[config.mk]
export PLATFORM = sky130hd
export DESIGN_NAME = mc_ctrl_fsm
export DESIGN_NICKNAME = d
export VERILOG_FILES = /design/src/rtl/mc_ctrl_pkg.sv /design/src/rtl/mc_ctrl_fsm_wd.sv /design/src/rtl/mc_ctrl_fsm.sv
export SDC_FILE = /design/constraint.sdc
export NUM_CORES = 1
export LEC_CHECK = 0
export BUFFER_PORTS_ARGS = -buffer_cell sky130_fd_sc_hd__buf_2
export CAP_MARGIN = 20
export CELL_PAD_IN_SITES_DETAIL_PLACEMENT = 0
export CELL_PAD_IN_SITES_GLOBAL_PLACEMENT = 1
export CORE_ASPECT_RATIO = 1.5
export CORE_MARGIN = 1.5
export CORE_UTILIZATION = 25
export DETAILED_ROUTE_END_ITERATION = 7
export GPL_TIMING_DRIVEN = 0
export PLACE_DENSITY = 0.83
export SYNTH_ARGS = -nofsm -noshare
export SYNTH_HDL_FRONTEND = slang
export SYNTH_SLANG_ARGS = --single-unit
[constraint.sdc]
create_clock -name clk -period 2.1 [get_ports clk]
set_clock_uncertainty 0.2 [all_clocks]
set_input_delay 0.315 -clock clk [delete_from_list [all_inputs] [get_ports clk]]
set_output_delay 0.315 -clock clk [all_outputs]
set_load 0.03 [all_outputs]
[src/rtl/mc_ctrl_pkg.sv]
// Shared encodings for the multi-cycle MIPS control unit: states, opcodes,
// funct codes and datapath select codes.
package mc_ctrl_pkg;

  localparam logic [3:0] S_FETCH    = 4'd0;
  localparam logic [3:0] S_DECODE   = 4'd1;
  localparam logic [3:0] S_R_EXEC   = 4'd2;
  localparam logic [3:0] S_R_WB     = 4'd3;
  localparam logic [3:0] S_I_EXEC   = 4'd4;
  localparam logic [3:0] S_I_WB     = 4'd5;
  localparam logic [3:0] S_MEM_ADDR = 4'd6;
  localparam logic [3:0] S_MEM_RD   = 4'd7;
  localparam logic [3:0] S_MEM_WB   = 4'd8;
  localparam logic [3:0] S_MEM_WR   = 4'd9;
  localparam logic [3:0] S_BRANCH   = 4'd10;
  localparam logic [3:0] S_JUMP     = 4'd11;
  localparam logic [3:0] S_HALT     = 4'd12;

  localparam logic [5:0] OP_RTYPE   = 6'h00;
  localparam logic [5:0] OP_J       = 6'h02;
  localparam logic [5:0] OP_BEQ     = 6'h04;
  localparam logic [5:0] OP_BNE     = 6'h05;
  localparam logic [5:0] OP_ADDI    = 6'h08;
  localparam logic [5:0] OP_SLTI    = 6'h0A;
  localparam logic [5:0] OP_SYSCALL = 6'h0C;
  localparam logic [5:0] OP_ORI     = 6'h0D;
  localparam logic [5:0] OP_LW      = 6'h23;
  localparam logic [5:0] OP_SW      = 6'h2B;

  localparam logic [5:0] FN_ADD = 6'h20;
  localparam logic [5:0] FN_SUB = 6'h22;
  localparam logic [5:0] FN_AND = 6'h24;
  localparam logic [5:0] FN_OR  = 6'h25;
  localparam logic [5:0] FN_SLT = 6'h2A;

  localparam logic [2:0] ALU_ADD   = 3'd0;
  localparam logic [2:0] ALU_SUB   = 3'd1;
  localparam logic [2:0] ALU_AND   = 3'd2;
  localparam logic [2:0] ALU_OR    = 3'd3;
  localparam logic [2:0] ALU_SLT   = 3'd4;
  localparam logic [2:0] ALU_FUNCT = 3'd7;

  localparam logic [1:0] SRCB_REG   = 2'd0;
  localparam logic [1:0] SRCB_4     = 2'd1;
  localparam logic [1:0] SRCB_IMM   = 2'd2;
  localparam logic [1:0] SRCB_IMMSH = 2'd3;

  localparam logic [1:0] PC_ALU    = 2'd0;
  localparam logic [1:0] PC_ALUOUT = 2'd1;
  localparam logic [1:0] PC_JUMP   = 2'd2;

  function automatic logic funct_ok(input logic [5:0] fn);
    return fn inside {FN_ADD, FN_SUB, FN_AND, FN_OR, FN_SLT};
  endfunction

endpackage

[src/rtl/mc_ctrl_fsm_wd.sv]
// Memory-wait watchdog: counts consecutive not-ready cycles while enabled and
// flags expiry on the MAX_WAIT-th such cycle. MAX_WAIT = 0 disables it.
module mem_watchdog #(
  parameter int MAX_WAIT = 16,
  parameter int WAIT_W   = 5
) (
  input  logic clk,
  input  logic rst_n,
  input  logic en_i,
  input  logic ready_i,
  output logic expired_o
);

  logic [WAIT_W-1:0] cnt_q, cnt_d;

  always_comb cnt_d = (!en_i || ready_i) ? '0 : cnt_q + 1'b1;

  always_ff @(posedge clk or negedge rst_n) begin
    if (!rst_n) cnt_q <= '0;
    else        cnt_q <= cnt_d;
  end

  // A ready in the expiry cycle means the transfer completes instead.
  generate
    if (MAX_WAIT == 0) begin : g_off
      logic unused_cnt;
      assign unused_cnt = ^cnt_q;
      assign expired_o  = 1'b0;
    end else begin : g_on
      assign expired_o = en_i && !ready_i && (cnt_q == WAIT_W'(MAX_WAIT - 1));
    end
  endgenerate

endmodule

[src/rtl/mc_ctrl_fsm.sv]
// Multi-cycle MIPS control FSM with memory ready handshake and watchdog.
// Optional macro ILLEGAL_TRAP_EN: unknown opcode/funct traps to HALT with illegal.
module mc_ctrl_fsm import mc_ctrl_pkg::*; #(
  parameter int INSTR_W  = 32,
  parameter int MAX_WAIT = 16,
  parameter int WAIT_W   = 5
) (
  input  logic               clk,
  input  logic               rst_n,
  input  logic [INSTR_W-1:0] instr,
  input  logic               mem_ready,
  input  logic               zero,
  output logic               pc_en,
  output logic               ir_write,
  output logic               iord,
  output logic               mem_read,
  output logic               mem_write,
  output logic               mem_to_reg,
  output logic               reg_dst,
  output logic               reg_write,
  output logic               alu_src_a,
  output logic [1:0]         alu_src_b,
  output logic               ext_zero,
  output logic [2:0]         alu_op,
  output logic [1:0]         pc_src,
  output logic               halted,
  output logic               bus_err,
  output logic               illegal,
  output logic [3:0]         state_o
);

  logic [3:0] state_q, state_d;
  logic       halted_q, halted_d, bus_err_q, bus_err_d;
  logic [5:0] op;
  logic       mem_st, wd_exp;
  logic       unused_instr;

  assign op           = instr[INSTR_W-1 -: 6];
  assign unused_instr = ^instr[INSTR_W-7:0];
  assign mem_st       = (state_q == S_FETCH) || (state_q == S_MEM_RD) || (state_q == S_MEM_WR);

  mem_watchdog #(.MAX_WAIT(MAX_WAIT), .WAIT_W(WAIT_W)) u_wd (
    .clk      (clk),
    .rst_n    (rst_n),
    .en_i     (mem_st),
    .ready_i  (mem_ready),
    .expired_o(wd_exp)
  );

`ifdef ILLEGAL_TRAP_EN
  logic illegal_q, illegal_d;
`endif

  always_comb begin
    state_d   = state_q;
    halted_d  = halted_q;
    bus_err_d = bus_err_q;
`ifdef ILLEGAL_TRAP_EN
    illegal_d = illegal_q;
`endif
    case (state_q)
      S_FETCH:    if (mem_ready) state_d = S_DECODE;
      S_DECODE: begin
        case (op)
          OP_RTYPE: begin
`ifdef ILLEGAL_TRAP_EN
            if (funct_ok(instr[5:0])) state_d = S_R_EXEC;
            else begin state_d = S_HALT; illegal_d = 1'b1; end
`else
            state_d = S_R_EXEC;
`endif
          end
          OP_LW, OP_SW:              state_d = S_MEM_ADDR;
          OP_BEQ, OP_BNE:            state_d = S_BRANCH;
          OP_ADDI, OP_ORI, OP_SLTI:  state_d = S_I_EXEC;
          OP_J:                      state_d = S_JUMP;
          OP_SYSCALL: begin state_d = S_HALT; halted_d = 1'b1; end
          default: begin
`ifdef ILLEGAL_TRAP_EN
            state_d = S_HALT; illegal_d = 1'b1;
`else
            state_d = S_FETCH;
`endif
          end
        endcase
      end
      S_R_EXEC:   state_d = S_R_WB;
      S_I_EXEC:   state_d = S_I_WB;
      S_MEM_ADDR: state_d = (op == OP_LW) ? S_MEM_RD : S_MEM_WR;
      S_MEM_RD:   if (mem_ready) state_d = S_MEM_WB;
      S_MEM_WR:   if (mem_ready) state_d = S_FETCH;
      S_HALT:     state_d = S_HALT;
      default:    state_d = S_FETCH;
    endcase
    if (wd_exp) begin
      state_d   = S_HALT;
      halted_d  = 1'b1;
      bus_err_d = 1'b1;
    end
  end

  always_ff @(posedge clk or negedge rst_n) begin
    if (!rst_n) begin
      state_q   <= S_FETCH;
      halted_q  <= 1'b0;
      bus_err_q <= 1'b0;
    end else begin
      state_q   <= state_d;
      halted_q  <= halted_d;
      bus_err_q <= bus_err_d;
    end
  end

`ifdef ILLEGAL_TRAP_EN
  always_ff @(posedge clk or negedge rst_n) begin
    if (!rst_n) illegal_q <= 1'b0;
    else        illegal_q <= illegal_d;
  end
  assign illegal = illegal_q;
`else
  assign illegal = 1'b0;
`endif

  always_comb begin
    pc_en = 1'b0; ir_write = 1'b0; iord = 1'b0; mem_read = 1'b0; mem_write = 1'b0;
    mem_to_reg = 1'b0; reg_dst = 1'b0; reg_write = 1'b0; alu_src_a = 1'b0;
    alu_src_b = SRCB_REG; ext_zero = 1'b0; alu_op = ALU_ADD; pc_src = PC_ALU;
    case (state_q)
      S_FETCH: begin
        mem_read = 1'b1; alu_src_b = SRCB_4;
        pc_en = mem_ready; ir_write = mem_ready;
      end
      S_DECODE:   alu_src_b = SRCB_IMMSH;
      S_R_EXEC:   begin alu_src_a = 1'b1; alu_op = ALU_FUNCT; end
      S_R_WB:     begin reg_write = 1'b1; reg_dst = 1'b1; end
      S_I_EXEC: begin
        alu_src_a = 1'b1; alu_src_b = SRCB_IMM;
        if (op == OP_ORI) begin alu_op = ALU_OR; ext_zero = 1'b1; end
        else if (op == OP_SLTI) alu_op = ALU_SLT;
      end
      S_I_WB:     reg_write = 1'b1;
      S_MEM_ADDR: begin alu_src_a = 1'b1; alu_src_b = SRCB_IMM; end
      S_MEM_RD:   begin mem_read = 1'b1; iord = 1'b1; end
      S_MEM_WB:   begin reg_write = 1'b1; mem_to_reg = 1'b1; end
      S_MEM_WR:   begin mem_write = 1'b1; iord = 1'b1; end
      S_BRANCH: begin
        alu_src_a = 1'b1; alu_op = ALU_SUB; pc_src = PC_ALUOUT;
        pc_en = (op == OP_BNE) ? !zero : zero;
      end
      S_JUMP:     begin pc_en = 1'b1; pc_src = PC_JUMP; end
      default: ;
    endcase
    // The reset state is FETCH; keep its strobes quiet while reset is held.
    if (!rst_n) begin
      pc_en = 1'b0; ir_write = 1'b0; mem_read = 1'b0; mem_write = 1'b0; reg_write = 1'b0;
    end
  end

  assign halted  = halted_q;
  assign bus_err = bus_err_q;
  assign state_o = state_q;

endmodule

**After elaboration in Yosys (flattened, before gate mapping)**

Cells that the tools add are included.

- Register bits: 11
- Latch bits: 0
- Bits in writable memories: 0
- Bits in read-only memories: 0
- Input port bits: 36
- Output and inout port bits: 24
- Logic and storage cells: 85
- Memories kept: 0

- Add/subtract/negate cells: 1
- Multiply operators: 0
- Divide/modulo/power cells: 0
- $lt $le $gt $ge: 0
- Eq/ne operators: 25
- Shift operators: 0
- Multiplexer cells: 33
- Bitwise logic cells: 0
- Reduce and logical (&&, ||, !) cells: 22

Operator list:

| operator | count |
|---|---|
| case mux 4 bit (8 select lines) | 1 |
| equality test 6 x 4 -> 1 bit (second input constant) | 4 |
| case mux 4 bit (6 select lines) | 1 |
| equality test 4 bit (second input constant) | 5 |
| two-way mux 4 bit | 5 |
| two-way mux 1 bit | 19 |
| equality test 4 x 3 -> 1 bit (second input constant) | 4 |
| equality test 6 x 3 -> 1 bit (second input constant) | 2 |
| equality test 6 bit (second input constant) | 2 |
| OR reduction 2 bit | 5 |
| != test 3 x 2 -> 1 bit (second input constant) | 3 |
| case mux 3 bit (3 select lines) | 1 |
| equality test 4 x 2 -> 1 bit (second input constant) | 2 |
| equality test 6 x 2 -> 1 bit (second input constant) | 1 |
| zero test 6 bit | 1 |
| two-way mux 3 bit | 2 |
| case mux 2 bit (3 select lines) | 1 |
| OR reduction 3 bit | 2 |
| adder 5 x 1 -> 5 bit (second input constant) | 1 |
| equality test 5 x 4 -> 1 bit (second input constant) | 1 |
| two-way mux 5 bit | 1 |
| equality test 4 x 1 -> 1 bit (second input constant) | 1 |
| zero test 4 bit | 1 |
| case mux 2 bit (2 select lines) | 1 |
| 8 further kinds | 14 |

**Logic depth before layout (Yosys ltp)**

Gate-level depths: netlist of run 1.

- Depth in word-level cells: 7
- Depth in mapped cells: 7
- Depth with buffers taken out: 7

**Hierarchy**

Synthesis of run 1 repeated with hierarchy kept, for this count alone.

- Cells, all modules: 142
- Area total of the unflattened synthesis: 1061.0 um^2

By module, submodules not included:

| module | times used | cells an instance | area an instance (um^2) | seq. area each (um^2) |
|---|---|---|---|---|
| mc_ctrl_fsm | 1 | 120 | 825.8 | 150.1 |
| mem_watchdog | 1 | 22 | 235.2 | 125.1 |

**Worst setup path after synthesis of run 1**

Ideal clock, no wire load.

- Path type: reg-to-output
- Start point: register state_q[0], in the netlist state_o[0]
- End point: output reg_write
- Data arrival time: 2.002 ns
- Data required time: 1.585 ns
- Slack: -0.417 ns
- Stages on the path, launching flop included: 5
- Path buffers: 1
- Path through: dfrtp_1 -> buf_2 -> nand2_1 -> nor3_1 -> o21a_1

- Longest elaborated chain between the ends: 4
- Elaborated cells on any way between the ends: 6
- Those cells by class: eq/ne: 3; mux: 2; reduce/logical: 1

RTL lines:

| element | RTL line | source |
|---|---|---|
| from (decl) | mc_ctrl_fsm.sv:32 | `logic [3:0] state_q, state_d;` |
| from (signal assigned) | mc_ctrl_fsm.sv:108 | `state_q <= state_d;` |
| equality test 4 bit, or another cell as far along | mc_ctrl_fsm.sv:128 | `case (state_q)` |
| OR reduction 3 bit (no source line) (*) | -- |  |
| two-way mux 1 bit (*) | mc_ctrl_fsm.sv:128 |  |
| two-way mux 1 bit (*) | mc_ctrl_fsm.sv:154 | `if (!rst_n) begin` |
| to (decl) | mc_ctrl_fsm.sv:20 | `output logic reg_write,` |

Every way passes the cells marked *; elsewhere a longest branch is shown, timed or not.

**Worst setup path in the final report of run 1**

Ends and elaborated chain as after synthesis.

==> results.cfg, run 1 <==
[run_status]
outcome = complete, no violations

[place]
io_buffers = 32
dpl.hpwl_mm = 2.08
place_congestion = 0.767
place_inst = 202

[floorplan]
die_area_sq_um = 4210
num_rows = 27
initial_core_util_pct = 26.0
fp.dieW_microns = 53.5
io_pins = 60
core-area_sq_um = 3680
die_h_microns = 78.7

[critical_path]
path_class = flop to output pin
crit_fanout = 10
ff2ff_setup_slack_ps = 280
cp_data_required_time_ps = 1580
endpoint_kind = output pin
cp_slowest_cell = dfrtp_2
crit_chain = buf_4 -> buf_4 -> a21oi_1 -> nor2_1 -> o21a_1 -> buf_4
start_kind = flop
crit_path_max_incr_delay_ps = 430
r2r-start = u_wd.cnt_q[0]$_DFF_PN0_
reg2reg_to = state_o[1]$_DFFE_PN0P_
worstPathArrival_ps = 1530
crit_top_cell = buf_4
rr_worst_depth = 7

[detailed_routing]
viasPerCell = 4.89
drtPass1Iterations = 4
topRoutingLayerUsed = met4
wl_per_cell_microns = 12.8
drtIter0Drc = 23
met3WireLength_microns = 95
ant_nets = 0
route.detailed.drc = 0
met2_length_mm = 1.53
met1_length_mm = 1.03
routed_wl_mm = 2.70
vias = 1032

[clocking]
cts_tree = yes
clockRootBuffer = clkbuf_8
clockBufferDepth = 2
clkLatencyLatePin_ps = 240
path_clk_slew_ps = 50
h-tree-depth = 1
numCtsBuffers = 3
clock_sinks = 11

[synthesis]
syn_inst = 127
ys.flop_type = dfrtp_1
synth_cell_types = 45
synth_area_per_cell_sq_um = 7.53
synth-seq-cells = 11
synthesis.nets = 165
ys_async_sr_fraction_pct = 100
synth_edf_count = 0
syn_area_sq_um = 956
yosysWarnings = 0
yosysSeqAreaShare_pct = 28.8

[grt]
grt_first_pass_wirelength_mm = 4.20
grt.overflow.total = 0
grt_pass1_vias = 902
grt_max_degree = 12
grt_usage_pct = 13.6
antenna_found_initial = 0

[worst_hold_path]
whs_path_depth = 3
whs_endpoint = halted$_DFFE_PN0P_
hold_start = instr[29]
hold_class = input pin to flop

[final_layout]
fill_cells = 418
final_cell_mix = buf_2, nor2_1, buf_4
mostFrequentLayoutCell = buf_2
multi_input_area_sq_um = 681
diodes = 0
synthToLayoutAreaGrowth_pct = 41.2
nets = 207
fin_cells = 211
regArea_sq_um = 279
layout-drive-gt1-share_pct = 37.5

[sta]
fmaxAchievable_mhz = 488
setup_viol = 0
drv_slew = 0
final.setup.tns_ps = 0
rsz0062_at_grt = yes
maxSlewHeadroom_pct = 64.5
period_minus_slack_ps = 2050
worst_pin_slew_ps = 531
fin_crit_sh_pct = 97.5
hold_viol = 0

[flow_run]
max_cap_viol_count = 0

[power_and_ir_drop]
power_leakage_nw = 0.688
ir_drop_v = 0.000385
power-per-cell-area_nw_per_um2 = 1040
## critical path, delay by kind of cell, from the launching register on
kind,cells,cell delay [ps]
compound gates,2,290
buf+inv,3,520
flops,1,430
simple gates,1,50
## Yosys cell counts (2+ instances only)
cell type | number | area share, %
a21oi_1 | 7 | 3.7
and2_1 | 2 | 1.3
and3_1 | 3 | 2.0
buf_2 | 4 | 2.1
dfrtp_1 | 11 | 29
ha_1 | 2 | 2.6
inv_1 | 6 | 2.4
nand2_1 | 11 | 4.3
nand2b_1 | 7 | 4.6
nand3_1 | 4 | 2.1
nand4_1 | 2 | 1.3
nor2_1 | 21 | 8.2
nor2b_1 | 5 | 3.3
nor3_1 | 4 | 2.1
o21a_1 | 2 | 1.6
o21ai_0 | 5 | 2.6
o2bb2ai_1 | 2 | 1.8
xor2_1 | 2 | 1.8
## how the worst max path moves through the flow
stage	cells after the start	start	end
floorplan	3	state_o[0]$_DFFE_PN0P_	alu_src_a
global placement	7	state_o[2]$_DFFE_PN0P_	reg_write
global route	7	state_o[2]$_DFFE_PN0P_	reg_write
detailed placement	7	state_o[2]$_DFFE_PN0P_	reg_write
finish	6	state_o[0]$_DFFE_PN0P_	reg_write
CTS	5	state_o[3]$_DFFE_PN0P_	alu_op[0]
## power by group
group          internal (W)  leakage, nW  switching [W]
Combinational      0.000328        0.521       0.000555
Clock              0.000133       0.0228      0.0000762
Sequential         0.000262        0.145      0.0000476
## routing by layer
layer / vias up / track usage, %
li1: 527 / -
met1: 472 / 13.5
met2: 29 / 25.9
met3: 4 / 2.26
met4: 0 / 5.64
met5: - / 0
## cell families after synthesis
kind of cell	after synthesis	share of synthesized area, %
AND/OR/NAND/NOR	66	36.4
AO/OA/AOI/OAI	31	23.0
other	1	0.392
flip-flops	11	28.8
adder cells (fa/ha/maj)	2	2.62
XOR/XNOR	3	2.75
buffers and inverters	13	6.02
## area by class of cell
type	instances	share of cell area [%]
Timing Repair Buffer	37	15.9
Clock buffer	4	3.34
Tap cell	43	3.99
Multi-Input combinational cell	103	50.4
Inverter	6	1.67
Sequential cell	11	20.7
Buffer	7	3.99
## flip-flops by register name (all words and copies together), names as in the netlist
signal	flops
bus_err	1
u_wd.cnt_q	5
state_o	4
halted	1
## stage by stage
step | util (%) | cell area, sq um | power (W) | hold WS, ps | worst slack (ps)
2_1_floorplan | - | 986 | 0.000890 | -181 | -55.8
3_3_place_gp | 32.6 | 1200 | 0.00110 | 30.9 | 17.3
3_5_place_dp | 32.6 | 1200 | 0.00111 | 31.5 | 25.4
4_1_cts | 35.1 | 1290 | 0.00136 | 210 | -0.117
5_1_grt | 36.7 | 1350 | 0.00151 | 252 | -31.2
6_report | 36.7 | 1350 | 0.00140 | 226 | 51.5
## what timing repair did
| action | CTS | global route |
|---|---|---|
| gates resized for setup | 15 | 14 |
| endpoints found under the setup margin | 8 | 8 |
| hold buffers | 1 | 0 |
| endpoints found under the hold margin | 11 | 0 |
| pin swaps | 0 | 2 |
| setup buffers | 0 | 4 |
(Power assumes the default switching activity.)
==> run 2, diff against run 1 <==
--- a/config.mk
+++ b/config.mk
@@ -11,10 +11,10 @@
 export CELL_PAD_IN_SITES_GLOBAL_PLACEMENT = 1
 export CORE_ASPECT_RATIO = 1.5
 export CORE_MARGIN = 1.5
-export CORE_UTILIZATION = 25
+export CORE_UTILIZATION = 27
 export DETAILED_ROUTE_END_ITERATION = 7
 export GPL_TIMING_DRIVEN = 0
-export PLACE_DENSITY = 0.83
+export PLACE_DENSITY = 0.88
 export SYNTH_ARGS = -nofsm -noshare
 export SYNTH_HDL_FRONTEND = slang
 export SYNTH_SLANG_ARGS = --single-unit
==> results.cfg, run 2 (synthesis gave the netlist of run 1 again) <==
[sta]
fin_crit_sh_pct = 97.7
worst_pin_slew_ps = 501
drv_slew = 0
maxSlewHeadroom_pct = 66.5
setup_viol = 0
final.setup.tns_ps = 0
hold_viol = 0
rsz0062_at_grt = yes
period_minus_slack_ps = 2050
fmaxAchievable_mhz = 488

[final_layout]
final_cell_mix = buf_2, nor2_1, buf_4
synthToLayoutAreaGrowth_pct = 42.8
fin_util_pct = 40.3
regMostFlops = u_wd.cnt_q
nets = 210
diodes = 0
fin_area_sq_um = 1370
layout-drive-gt1-share_pct = 38.0
largest_reg_flops = 5
mostFrequentLayoutCell = buf_2

[floorplan]
io_pins = 60
num_rows = 26
initial_core_util_pct = 28.3
die_area_sq_um = 3910
fp.dieW_microns = 51.6
die_h_microns = 75.9
core-area_sq_um = 3380

[power_and_ir_drop]
ir_drop_v = 0.000488
power-per-cell-area_nw_per_um2 = 1030
power_leakage_nw = 0.704
p_total_w = 0.00141

[grt]
grt_first_pass_wirelength_mm = 4.58
antenna_found_initial = 0
grt_usage_pct = 15.3
grt_max_degree = 12
grt_pass1_vias = 1044
grt.overflow.total = 0

[critical_path]
r2r-start = u_wd.cnt_q[0]$_DFF_PN0_
crit_fanout = 5
crit_path_max_incr_delay_ps = 440
cp_data_required_time_ps = 1580
critPathLaunch = state_o[2]$_DFFE_PN0P_
endpoint_kind = output pin
cp_slowest_cell = dfrtp_2
path_class = flop to output pin
crit_chain = nor2b_2 -> buf_4 -> and2_1 -> o21a_1 -> buf_2
worstPathArrival_ps = 1540
start_kind = flop

[detailed_routing]
vias = 1064
routed_wl_mm = 2.73
wl_per_cell_microns = 12.8
route.detailed.drc = 0
drtPass1Iterations = 4
ant_nets = 0
drtIter0Drc = 20
viasPerCell = 5.00

[clocking]
clkLatencyLatePin_ps = 230
clockRootBuffer = clkbuf_8
clock_sinks = 11
numCtsBuffers = 3
cts_tree = yes
path_clk_slew_ps = 50
h-tree-depth = 1
clockBufferDepth = 2

[place]
placed_cell_area_sq_um = 1200
dpl.hpwl_mm = 2.17
place_congestion = 0.847
io_buffers = 32

[worst_hold_path]
hold_class = input pin to flop
hold_start = instr[29]

[run_status]
outcome = complete, no violations

[flow_run]
max_cap_viol_count = 0
==> run 2: critical path: cells and delay by family (launching register included) <==
kind            cells  cell delay [ps]
simple gates        2              340
compound gates      1              210
flops               1              440
buf+inv             2              320
==> run 2: timing repair <==
action	in CTS	in global routing
buffers inserted	3	5
hold buffers	1	0
resized for setup	11	12
endpoints found under the setup margin	8	8
endpoints found under the hold margin	11	0
==> run 2: per-stage QoR <==
step / hold slack [ps] / setup WS, ps / cells
after floorplan: -181 / -55.8 / 127
after global placement: 28.1 / 18.3 / 201
after detailed placement: 34.6 / 16.3 / 201
after CTS: 227 / -7.45 / 209
after global routing: 263 / -11.9 / 213
final: 228 / 49.2 / 213
==> run 2: worst paths after layout <==
check	to	slack (ps)	cells after the start
setup / recovery	iord	50	5
hold / removal	halted$_DFFE_PN0P_	230	3
setup reg to reg	state_o[1]$_DFFE_PN0P_	260	7
hold reg to reg	u_wd.cnt_q[0]$_DFF_PN0_	260	1
max in group asynchronous	state_o[1]$_DFFE_PN0P_	850	2
min in group asynchronous	u_wd.cnt_q[2]$_DFF_PN0_	480	2
==> run 2: layout make-up <==
class / count / area (sq um)
flip-flops and latches: 11 / 279
clock buffers: 4 / 45.0
repair buffers: 41 / 246
plain buffers: 6 / 50.0
inverters: 6 / 22.5
well taps: 42 / 52.6
fillers: 394 / 2020
multi-input cells: 103 / 669
==> run 2: report_power, final <==
part | internal (W) | total [W] | switching, W
Combinational | 0.000345 | 0.000891 | 0.000547
Sequential | 0.000262 | 0.000318 | 0.0000561
Clock | 0.000132 | 0.000201 | 0.0000686
==> run 2: routing by layer <==
metal / routed length, microns / GRT usage, % / vias to the layer above
li1: - / - / 537
met1: 1030 / 16.2 / 506
met2: 1600 / 30.1 / 21
met3: 102 / 1.96 / 0
met4: 0 / 6.14 / 0
met5: 0 / 0 / -
